===== src/rtl/memwb_pipe_stage.sv =====
// MEM/WB elastic stage register: head + skid entries, valid/ready handshake, flush, OR-merged error.
// Optional MEMWB_STICKY_ERR_EN adds err_sticky, set when an erroneous entry is consumed.
module memwb_pipe_stage #(
  parameter int unsigned DATA_W     = 16,
  parameter int unsigned REG_ADDR_W = 3,
  parameter int unsigned CTRL_W     = 3,
  parameter int unsigned ERR_SRCS   = 2
) (
  input  logic                  clk,
  input  logic                  rst,
  input  logic                  flush,
  input  logic                  in_valid,
  output logic                  in_ready,
  input  logic [DATA_W-1:0]     mem_data_in,
  input  logic [DATA_W-1:0]     alu_res_in,
  input  logic [REG_ADDR_W-1:0] write_reg_in,
  input  logic [CTRL_W-1:0]     ctrl_in,
  input  logic                  write_reg_valid_in,
  input  logic [ERR_SRCS-1:0]   err_in,
  output logic                  out_valid,
  input  logic                  out_ready,
  output logic [DATA_W-1:0]     mem_data_out,
  output logic [DATA_W-1:0]     alu_res_out,
  output logic [REG_ADDR_W-1:0] write_reg_out,
  output logic [CTRL_W-1:0]     ctrl_out,
  output logic                  write_reg_valid_out,
  output logic                  err_out
`ifdef MEMWB_STICKY_ERR_EN
  ,
  output logic                  err_sticky
`endif
);

  typedef struct packed {
    logic [DATA_W-1:0]     mem_data;
    logic [DATA_W-1:0]     alu_res;
    logic [REG_ADDR_W-1:0] write_reg;
    logic [CTRL_W-1:0]     ctrl;
    logic                  write_reg_valid;
    logic                  err;
  } payload_t;

  payload_t head;
  payload_t skid;
  payload_t in_pl;
  logic     head_valid;
  logic     skid_valid;
  logic     accept;
  logic     consume;

  always_comb begin
    in_pl.mem_data        = mem_data_in;
    in_pl.alu_res         = alu_res_in;
    in_pl.write_reg       = write_reg_in;
    in_pl.ctrl            = ctrl_in;
    in_pl.write_reg_valid = write_reg_valid_in;
    in_pl.err             = |err_in;
  end

  // in_ready depends only on stored state, never on out_ready
  assign in_ready = ~skid_valid;
  assign accept   = in_valid & in_ready & ~flush;
  assign consume  = head_valid & out_ready;

  // Head/skid update; skid only ever drains into head so ordering is preserved
  always_ff @(posedge clk) begin
    if (rst) begin
      head_valid <= 1'b0;
      skid_valid <= 1'b0;
      head       <= '0;
      skid       <= '0;
    end else if (flush) begin
      head_valid <= 1'b0;
      skid_valid <= 1'b0;
    end else if (skid_valid) begin
      if (consume) begin
        head       <= skid;
        skid_valid <= 1'b0;
      end
    end else if (head_valid) begin
      if (consume) begin
        head_valid <= accept;
        if (accept) head <= in_pl;
      end else if (accept) begin
        skid       <= in_pl;
        skid_valid <= 1'b1;
      end
    end else if (accept) begin
      head       <= in_pl;
      head_valid <= 1'b1;
    end
  end

  // Bubbles must never write the register file, so control-like fields are gated
  assign out_valid           = head_valid;
  assign mem_data_out        = head.mem_data;
  assign alu_res_out         = head.alu_res;
  assign write_reg_out       = head.write_reg;
  assign ctrl_out            = head.ctrl & {CTRL_W{head_valid}};
  assign write_reg_valid_out = head.write_reg_valid & head_valid;
  assign err_out             = head.err & head_valid;

`ifdef MEMWB_STICKY_ERR_EN
  always_ff @(posedge clk) begin
    if (rst) begin
      err_sticky <= 1'b0;
    end else if (consume & err_out) begin
      err_sticky <= 1'b1;
    end
  end
`endif

endmodule

===== config.mk =====
export PLATFORM = sky130hd
export DESIGN_NAME = memwb_pipe_stage
export DESIGN_NICKNAME = d
export VERILOG_FILES = /design/src/rtl/memwb_pipe_stage.sv
export SDC_FILE = /design/constraint.sdc
export NUM_CORES = 1
export LEC_CHECK = 0
export BUFFER_PORTS_ARGS = -buffer_cell sky130_fd_sc_hd__buf_2
export CORE_MARGIN = 2
export CORE_UTILIZATION = 30
export DETAILED_ROUTE_END_ITERATION = 10
export SLEW_MARGIN = 20
export SYNTH_ARGS = -nofsm -noshare
export SYNTH_HDL_FRONTEND = slang
export SYNTH_SLANG_ARGS = --single-unit

===== constraint.sdc =====
create_clock -name clk -period 1.7 [get_ports clk]
set_clock_uncertainty 0.1 [all_clocks]
set_input_delay 0.17 -clock clk [delete_from_list [all_inputs] [get_ports clk]]
set_output_delay 0.17 -clock clk [all_outputs]
set_load 0.02 [all_outputs]

==> reports/metrics.cfg <==
[outcome]
outcome = finished clean

[route]
vias = 3366
drt_iter0_markers = 195
routed_wirelength_mm = 10.7
wl_per_cell_um = 14.8
post-route-drc-count = 0
detail-route-antenna-nets = 0
vias_per_cell = 4.68
drt-pass1-iter-count = 4

[synthesis]
synthFlopType = dfxtp_1
syn_nets = 499
async_flop_share_pct = 0
ys_seq_elements = 82
syn_avg_cell_area_um2 = 9.31
ys_types = 25
synth_seq_area_share_pct = 38.9
synth_area_um2 = 4220
synthMuxAreaShare_pct = 23.5
synth_compound_area_share_pct = 10.6
yosys_warnings = 0
yosys.area_share.simple_pct = 15.9
netlist_instances = 453
synthAdderAreaFrac_pct = 0
synth-edff-count = 0
synth_xor_area_share_pct = 0
synth_top_family_by_area = multiplexers

[floorplan]
rows = 43
initial_core_util_pct = 30.5
io_pins = 88
die_h_um = 123
die_w_um = 123
coreArea_um2 = 13800
die_area_um2 = 15000

[finish]
finalNetCount = 580
layout_common_cells = buf_2 (86), dfxtp_1 (80), a21oi_1 (41), nor2b_1 (41)
area_delta_synth_final_pct = 26.6
multi_input_area_um2 = 2130
fin_area_um2 = 5340
final_common_cell = buf_2
n_antenna_cell = 0
fill_cells = 1340
drive_above_1_share_pct = 30.8
seqCellArea_um2 = 1650

[global_routing]
grtUsageTotal_pct = 14.5
grt_max_degree = 43
antenna_found_initial = 0
gr-total-overflow = 0
grt_pass1_wl_mm = 16.6
grt_pass1_vias = 3347

[critical_path]
reg2reg_to = alu_res_out[2]
worst_ep_required_time_ps = 1850
r2r_setup_slack_ps = 40
cp.depth = 7
cp_num_buf_inv = 4
end_kind = flip-flop
slowest_delay_ps = 550
crit_chain = dlygate4sd3_1, buf_2, nor4bb_4, buf_4, buf_12, a21oi_1, a311oi_1
worstPathArrival_ps = 1810
crit_family = buffers and inverters
slowest_stage = dlygate4sd3_1
critical_path_class = in2reg
startpoint_type = primary input
worstReg2RegStart = skid_valid
crit_fanout = 15
worstRegToRegCells = 4

[sta]
min_period_ps = 1660
tightest_slew_ps = 506
setup_viol = 0
holdWs_ps = 22.3
period_share_pct = 97.7
max_freq_mhz = 602
rsz0062_at_grt = true
max_slew_margin_pct = 66.3
drv_slew = 0
finalHoldViolCount = 0

[cts]
cts.sinks = 82
cts_buffers = 9
cts_root_buf = clkbuf_16
insertion_delay_ps = 330
clkTransAtPathRegs_ps = 60
cts_buffer_depth = 2
cts_tree = yes
htreeDepth = 3

[power_and_ir_drop]
finalPower_uw = 4400
p_int_uw = 3320
p_seq_share_pct = 45.7
swShare_pct = 24.7
p_sw_uw = 1090
power_frac_comb_pct = 14.2
ir_worst_vdd_uv = 418
p_leak_uw = 0.00220
p_clk_share_pct = 40.1
p_per_area_nw_per_um2 = 825

[hold_path]
hold_path.class = in2reg
holdPathStages = 3
hp-start = ctrl_in[1]
holdPathEnd = skid[3]

[place]
post_dp_cell_area_um2 = 4640
place_hpwl_mm = 6.75
port_buffers = 87
gp_congestion = 0.693

[flow_run]
cap_violations = 0

## cell families (layout without fill, tap and decap cells)
| logic type | Yosys count | after routing |
|---|---|---|
| and+or+nand+nor | 129 | 129 |
| muxes | 79 | 79 |
| buffers and inverters | 77 | 163 |
| AOI/OAI and AO/OA | 86 | 86 |
| DFF | 82 | 82 |
## routing by layer
layer	part of all wire (%)	vias to the layer above	wire length [um]	GRT usage, %
met3	4.3	12	460	4.55
met1	44	1604	4670	16.7
met2	50	75	5370	25.4
met5	0	-	0	0
li1	-	1675	-	-
met4	1.4	0	149	4.74
## sequential cells by signal, indices dropped and copies added, names as in the netlist
| name | cells |
|---|---|
| head | 5 |
| alu_res_out | 16 |
| out_valid | 1 |
| mem_data_out | 16 |
| skid_valid | 1 |
| skid | 40 |
| write_reg_out | 3 |
## cell usage after synthesis (2+ instances only)
library cell	instances	area share [%]
a211oi_1	2	0.36
a21oi_1	41	4.9
and2_1	5	0.74
buf_2	10	1.2
buf_4	35	6.2
buf_6	4	1.1
clkbuf_1	25	2.2
dfxtp_1	82	39
mux2_4	40	14
mux2i_1	39	9.3
nand3_1	39	4.6
nor2_1	40	3.6
nor2b_1	41	6.1
o21ai_0	39	4.6
## power by group through the flow
stage	logic [uW]	registers [uW]	clock network [uW]
after floorplan	417	2040	0
after CTS	626	2010	1840
after detailed placement	556	2050	0
after global routing	676	2020	1940
final	624	2010	1770
after global placement	544	2050	0
## worst register-to-register path, delay by kind of cell (launching register included)
| kind | cells | cell delay [ps] |
|---|---|---|
| flip-flops | 1 | 380 |
| buffers and inverters | 1 | 210 |
| AND/OR/NAND/NOR | 1 | 150 |
| multiplexers | 1 | 330 |
| AO/OA/AOI/OAI | 1 | 380 |
## area by class of cell
cell class / instances / area share, %
Multi-Input combinational cell: 294 / 40.0
Timing Repair Buffer: 145 / 19.8
Sequential cell: 82 / 30.9
Tap cell: 180 / 4.22
Clock inverter: 3 / 0.281
Clock buffer: 13 / 4.69
Inverter: 2 / 0.141
## timing repair
| action | CTS | global route |
|---|---|---|
| gates resized for setup | 0 | 3 |
| hold buffers | 39 | 0 |
| hold endpoints to repair | 40 | 0 |
| buffers inserted | 0 | 1 |
| setup endpoints to repair | 0 | 39 |
## worst max path at each step
stage          slack (ps)  startpoint         endpoint
2_1_floorplan          10   out_valid   alu_res_out[0]
3_3_place_gp           70  skid_valid  mem_data_out[2]
3_5_place_dp           30  skid_valid  alu_res_out[14]
4_1_cts               0.3  skid_valid         in_ready
5_1_grt                -5       flush          skid[0]
6_report               40       flush          skid[0]
## per-stage QoR
stage	instances	setup WS (ps)	util [%]	setup TNS, ps
floorplan	453	12.5	-	0
global placement	662	73.3	33.5	0
detailed placement	662	27.7	33.5	0
CTS	717	0.300	38.3	0
global route	719	-5.33	38.6	-9.22
finish	719	39.5	38.6	0
No activity file was read; power rests on OpenSTA's default activity.
